--- config.mk ---
export PLATFORM = sky130hd
export DESIGN_NAME = ysyx_22040750_clint_arb
export DESIGN_NICKNAME = d
export VERILOG_FILES = /design/src/rtl/ysyx_22040750_clint_arb.sv
export SDC_FILE = /design/constraint.sdc
export NUM_CORES = 1
export LEC_CHECK = 0
export BUFFER_PORTS_ARGS = -buffer_cell sky130_fd_sc_hd__buf_2
export CAP_MARGIN = 20
export CORE_AREA = 5 5 189 191
export CTS_BUF_LIST = sky130_fd_sc_hd__clkbuf_2
export DETAILED_ROUTE_END_ITERATION = 16
export DIE_AREA = 0 0 194 196
export SLEW_MARGIN = 20
export SYNTH_ARGS = -nofsm -noshare
export SYNTH_HDL_FRONTEND = slang
export SYNTH_SLANG_ARGS = --single-unit
export TNS_END_PERCENT = 20
--- constraint.sdc ---
create_clock -name I_clk -period 3.8 [get_ports I_clk]
set_clock_uncertainty 0.05 [all_clocks]
set_input_delay 0.38 -clock I_clk [delete_from_list [all_inputs] [get_ports I_clk]]
set_output_delay 0.38 -clock I_clk [all_outputs]
set_load 0.03 [all_outputs]
--- src/rtl/ysyx_22040750_clint_arb.sv ---
// Two-master round-robin arbiter and sequencer for the CLINT mtime/mtimecmp port.
// One transaction in flight: accept (IDLE) -> single CLINT cycle (ACCESS) -> response (RESP).
module ysyx_22040750_clint_arb #(
  parameter logic [31:0] BASE_ADDR     = 32'h0200_0000,
  parameter logic [31:0] MTIMECMP_ADDR = 32'h0000_4000 + BASE_ADDR,
  parameter logic [31:0] MTIME_ADDR    = 32'h0000_BFF8 + BASE_ADDR
) (
  input  logic        I_clk,
  input  logic        I_rst_n,
  input  logic        I_m0_valid,
  output logic        O_m0_ready,
  input  logic [31:0] I_m0_addr,
  input  logic        I_m0_wen,
  input  logic [63:0] I_m0_wdata,
  output logic        O_m0_rvalid,
  input  logic        I_m0_rready,
  output logic [63:0] O_m0_rdata,
  output logic        O_m0_err,
  input  logic        I_m1_valid,
  output logic        O_m1_ready,
  input  logic [31:0] I_m1_addr,
  input  logic        I_m1_wen,
  input  logic [63:0] I_m1_wdata,
  output logic        O_m1_rvalid,
  input  logic        I_m1_rready,
  output logic [63:0] O_m1_rdata,
  output logic        O_m1_err,
  output logic [31:0] O_clint_addr,
  output logic        O_clint_wr_en,
  output logic [63:0] O_clint_wr_data,
  input  logic [63:0] I_clint_rd_data
);

  typedef enum logic [1:0] {
    S_IDLE   = 2'd0,
    S_ACCESS = 2'd1,
    S_RESP   = 2'd2
  } state_e;

  state_e      state_r;
  logic        last_grant_r;
  logic        lat_id_r;
  logic        lat_wen_r;
  logic [31:0] clint_addr_r;
  logic [63:0] clint_wr_data_r;
  logic        clint_wr_en_r;
  logic [63:0] rdata_r;
  logic [1:0]  rvalid_r;
  logic [1:0]  err_r;

  logic        grant_vld_s;
  logic        grant_id_s;
  logic [31:0] sel_addr_s;
  logic        sel_wen_s;
  logic [63:0] sel_wdata_s;
  logic        sel_rready_s;

  function automatic logic addr_legal(input logic [31:0] addr);
    return (addr == MTIME_ADDR) || (addr == MTIMECMP_ADDR);
  endfunction

  // Round-robin grant: on contention the master that did not win last time goes first.
  always_comb begin
    grant_vld_s = 1'b0;
    grant_id_s  = 1'b0;
    if (state_r == S_IDLE) begin
      case ({I_m1_valid, I_m0_valid})
        2'b01: begin
          grant_vld_s = 1'b1;
          grant_id_s  = 1'b0;
        end
        2'b10: begin
          grant_vld_s = 1'b1;
          grant_id_s  = 1'b1;
        end
        2'b11: begin
          grant_vld_s = 1'b1;
          grant_id_s  = ~last_grant_r;
        end
        default: begin
          grant_vld_s = 1'b0;
          grant_id_s  = 1'b0;
        end
      endcase
    end else begin
      grant_vld_s = 1'b0;
      grant_id_s  = 1'b0;
    end
  end

  // Request and response-handshake mux for the granted / latched master.
  always_comb begin
    sel_addr_s   = I_m0_addr;
    sel_wen_s    = I_m0_wen;
    sel_wdata_s  = I_m0_wdata;
    sel_rready_s = I_m0_rready;
    if (grant_id_s) begin
      sel_addr_s  = I_m1_addr;
      sel_wen_s   = I_m1_wen;
      sel_wdata_s = I_m1_wdata;
    end else begin
      sel_addr_s  = I_m0_addr;
      sel_wen_s   = I_m0_wen;
      sel_wdata_s = I_m0_wdata;
    end
    if (lat_id_r) begin
      sel_rready_s = I_m1_rready;
    end else begin
      sel_rready_s = I_m0_rready;
    end
  end

  // Transaction sequencer; wr_en is set at accept so it is high for the ACCESS cycle only.
  always_ff @(posedge I_clk or negedge I_rst_n) begin
    if (!I_rst_n) begin
      state_r         <= S_IDLE;
      last_grant_r    <= 1'b1;
      lat_id_r        <= 1'b0;
      lat_wen_r       <= 1'b0;
      clint_addr_r    <= 32'd0;
      clint_wr_data_r <= 64'd0;
      clint_wr_en_r   <= 1'b0;
      rdata_r         <= 64'd0;
      rvalid_r        <= 2'b00;
      err_r           <= 2'b00;
    end else begin
      case (state_r)
        S_IDLE: begin
          if (grant_vld_s) begin
            lat_id_r        <= grant_id_s;
            last_grant_r    <= grant_id_s;
            lat_wen_r       <= sel_wen_s;
            clint_addr_r    <= sel_addr_s;
            clint_wr_data_r <= sel_wdata_s;
            clint_wr_en_r   <= sel_wen_s & addr_legal(sel_addr_s);
            state_r         <= S_ACCESS;
          end
        end
        S_ACCESS: begin
          clint_wr_en_r <= 1'b0;
          rvalid_r      <= lat_id_r ? 2'b10 : 2'b01;
          if (addr_legal(clint_addr_r)) begin
            rdata_r <= lat_wen_r ? 64'd0 : I_clint_rd_data;
            err_r   <= 2'b00;
          end else begin
            rdata_r <= 64'd0;
            err_r   <= lat_id_r ? 2'b10 : 2'b01;
          end
          state_r <= S_RESP;
        end
        S_RESP: begin
          if (sel_rready_s) begin
            rvalid_r <= 2'b00;
            err_r    <= 2'b00;
            state_r  <= S_IDLE;
          end
        end
        default: begin
          clint_wr_en_r <= 1'b0;
          rvalid_r      <= 2'b00;
          err_r         <= 2'b00;
          state_r       <= S_IDLE;
        end
      endcase
    end
  end

  assign O_m0_ready      = grant_vld_s & ~grant_id_s;
  assign O_m1_ready      = grant_vld_s & grant_id_s;
  assign O_m0_rvalid     = rvalid_r[0];
  assign O_m1_rvalid     = rvalid_r[1];
  assign O_m0_err        = err_r[0];
  assign O_m1_err        = err_r[1];
  assign O_m0_rdata      = rdata_r;
  assign O_m1_rdata      = rdata_r;
  assign O_clint_addr    = clint_addr_r;
  assign O_clint_wr_en   = clint_wr_en_r;
  assign O_clint_wr_data = clint_wr_data_r;

endmodule

==> summary by stage <==
Clock network
The longest clock path from root to sink contains 2 buffers. The number of sinks driven by the clock tree is 170. Clock tree synthesis inserted a total of 17 buffers. The root buffer selected by CTS is sky130_fd_sc_hd__clkbuf_2. The count of cells resized by post-cts repair is 0. The clock reaches the later pin of the worst-skew pair after 0.81 ns. The clock tree synthesis step divided the H-tree into 4 levels. TritonCTS built the clock tree. The post-CTS clock slew at the launch and capture registers of the worst setup and hold paths is 0.24 ns.

Pwr
In this run the static leakage power is 6.790 nW. The power per cell area is 627.3 mW/mm^2. IR analysis of the VDD net gives a maximum drop of 371.9 uV.

Routing
The post-detailed-route via-to-cell ratio is 4.547. The final routed DRC violation total is 0. In this run, the number of DRC markers left after iteration 0 of detailed routing was 405.

After detailed routing, the total wire length is 33.94 mm. Before antenna repair, the detailed router went through 5 iterations. Summing over every cut layer, the via total after detailed routing is 8772. The average wire per cell in the routed design is 17.59 um. The remaining antenna violation count is 0.

Placed design
The post-detailed-placement half-perimeter wirelength is 23.69 mm. Before CTS, the worst setup slack after placement is 1.138 ns. At the end of routability-driven placement, the weighted congestion stood at 0.8658. In this run the tool buffered the top-level ports with 494 buffer cells.

Final layout
Once layout is complete, the utilization of the core stands at 38.76%. The combined flip-flop and latch cell area is 0.004255 sq mm. The area added between synthesis and finish is 67.04%. The number of nets in the layout is 1725. In the layout the commonest cells are sky130_fd_sc_hd__buf_2 (493), sky130_fd_sc_hd__dlygate4sd3_1 (264), sky130_fd_sc_hd__nand2_1 (175), sky130_fd_sc_hd__dfrtp_1 (169), sky130_fd_sc_hd__nor2_1 (69). The multi-input combinational cells in the finished layout cover a total of 0.002903 sq mm.

Leaving out fill and tap cells, the most frequent cell in the layout is sky130_fd_sc_hd__buf_2. The fraction of layout instances using a drive strength above 1 is 36.87%. Fill cells in the final layout number 3297.

Floorplanning
From left edge to right edge, the die measures 194 um. From bottom edge to top edge, the die measures 196 um. The starting utilization of the core area is 23.20%. The area of the die is 0.03802 sq mm.

The region available for standard cell placement spans 0.03395 sq mm. The placement row count is 68. The number of primary I/O pins is 495.

Critical path
The required arrival time at the worst endpoint is 4.51 ns. At the worst endpoint, the arrival time is 3.85 ns. In this run the worst path has a maximum fanout of 53.

The kind of end point of the critical path is a register. The critical path is of the reg2reg type. The type of origin of the critical path is a register.

GRT
The via count of the first global-routing pass is 9047. The largest net degree at the start of global routing is 130. For this run the aggregate overflow at the end of global routing stands at 0. The initial antenna violation count is 5.

The global-route wire length before repair is 52.22 mm. Global routing consumed, over all layers together, 17.22% of the routing resources.

Logic synthesis
The async set-reset flop share out of synthesis is 100.0%. Of the synthesized area, sequential elements account for 54.03%. For this run, the number of Yosys warnings is 0.

The post-synthesis area per instance is 9.945 sq um. The number of enable flip-flop cells after synthesis is 0. The commonest register cell after synthesis is sky130_fd_sc_hd__dfrtp_1. The number of distinct library cells after synthesis is 41. Counting every instance in the synthesized netlist gives 792. The area of the mapped netlist is 0.007876 sq mm. Counting every net in the synthesized netlist gives 1056. After synthesis the netlist holds a flip-flop and latch count of 170.

Run status
The run finished with clean final reports.

Timing
The max-slew violation total from the final report is 0. The fmax is 0.3192 GHz. Measured against its own limit, the worst slew margin works out to 35.26%. The final total negative setup slack is 0 ns. Setup repair after global routing left no endpoint under its margin.

In the finished design, the share of the clock period the worst path needs comes to 82.44%. The hold violation total from the final report is 0. Subtracting the final worst setup slack from the clock period gives 3.133 ns. Setup slack on the critical path of the routed design comes to 0.6673 ns. At the pin with the least slew margin, the transition time is 0.9710 ns. Setup violations remaining at the end of the flow were counted as 0.

Run
Max-cap violations in this run came to 0.

Hold path
The tightest min-delay check is of the in2async type.
## synthesized netlist by cell type, types with 6 or more instances
library cell | number | share of area [%]
sky130_fd_sc_hd__buf_6 | 6 | 0.86
sky130_fd_sc_hd__buf_4 | 64 | 6.1
sky130_fd_sc_hd__nor2_1 | 69 | 3.3
sky130_fd_sc_hd__mux2i_1 | 33 | 4.2
sky130_fd_sc_hd__nand2_1 | 176 | 8.4
sky130_fd_sc_hd__nand4_1 | 6 | 0.48
sky130_fd_sc_hd__o21ai_0 | 36 | 2.3
sky130_fd_sc_hd__a31oi_1 | 64 | 5.1
sky130_fd_sc_hd__nor4_1 | 13 | 1.0
sky130_fd_sc_hd__dfrtp_1 | 169 | 54
sky130_fd_sc_hd__clkbuf_1 | 41 | 2.0
sky130_fd_sc_hd__a22o_1 | 64 | 7.1
## logic make-up after synthesis
logic type | after synthesis | share of synthesized area [%]
simple gates | 295 | 16.54
flops | 170 | 54.03
buf+inv | 118 | 9.245
mux | 34 | 4.337
compound gates | 175 | 15.85
## area by class of cell
class / instances / area share, %
tap: 455 / 4.327
sequential: 170 / 32.34
clock buffer: 20 / 0.7608
inverter: 2 / 0.07608
antenna: 4 / 0.07608
multi-input combinational: 504 / 22.06
timing repair buffer: 766 / 39.59
clock inverter: 8 / 0.7608
## state kept, by name, indices dropped and copies added, names as in the netlist, 2 cells and up
name             cells
O_clint_addr        32
err_r                2
state_r              2
O_clint_wr_data     64
rvalid_r             2
O_m0_rdata          64
## power by group
part | leakage [nW] | switching, W | internal [W]
Clock | 0.122 | 0.000658 | 0.000293
Combinational | 4.54 | 0.00273 | 0.00180
Sequential | 2.12 | 0.000407 | 0.00237
Total | 6.79 | 0.00380 | 0.00446
## through the flow
step | instances | hold slack (ns) | power (W) | cell area, sq um
2_1_floorplan | 792 | 0.03441 | 0.005138 | 7876
3_3_place_gp | 1633 | 0.4088 | 0.006368 | 10300
3_5_place_dp | 1633 | 0.4139 | 0.006436 | 10300
4_1_cts | 1925 | 0.01051 | 0.008292 | 13150
5_1_grt | 1928 | 0.04368 | 0.008824 | 13150
6_report | 1929 | 0.1131 | 0.008253 | 13160
## worst paths after layout
| path | startpoint | to | slack [ns] | depth (start not counted) |
|---|---|---|---|---|
| setup / recovery | state_r[1]$_DFFE_PN0P_ | O_clint_wr_data[35]$_DFFE_PN0P_ | 0.67 | 7 |
| min in group I_clk | I_m1_valid | last_grant_r$_DFFE_PN1P_ | 0.19 | 4 |
| hold / removal | I_rst_n | O_m0_rdata[39]$_DFFE_PN0N_ | 0.11 | 2 |
| hold reg to reg | last_grant_r$_DFFE_PN1P_ | last_grant_r$_DFFE_PN1P_ | 0.44 | 2 |
| max in group asynchronous | I_rst_n | O_clint_addr[7]$_DFFE_PN0P_ | 2.67 | 3 |
| setup reg to reg | state_r[1]$_DFFE_PN0P_ | O_clint_wr_data[35]$_DFFE_PN0P_ | 0.67 | 7 |
## critical path: stages, from the launching register on
cell	delay [ns]
sky130_fd_sc_hd__dfrtp_1	0.50
sky130_fd_sc_hd__nor2_1	0.33
sky130_fd_sc_hd__nand2_4	0.31
sky130_fd_sc_hd__inv_2	0.38
sky130_fd_sc_hd__buf_4	0.55
sky130_fd_sc_hd__nand2_1	0.12
sky130_fd_sc_hd__a31oi_1	0.22
sky130_fd_sc_hd__dlygate4sd3_1	0.59
## timing repair
| item | in CTS | in global routing |
|---|---|---|
| endpoints found under the setup margin | 0 | 0 |
| hold buffers | 264 | 0 |
| endpoints found under the hold margin | 260 | 0 |
| setup buffers | 0 | 0 |
## metal layers
metal  GRT usage (%)  vias up  share of wire (%)
met2           28.20      453                 48
met5               0        -              0.074
li1                -     4066                  -
met3           5.822       70                7.7
met1           20.92     4179                 40
met4           6.979        4                3.8
Note: power is estimated with default switching activity, not from simulation.
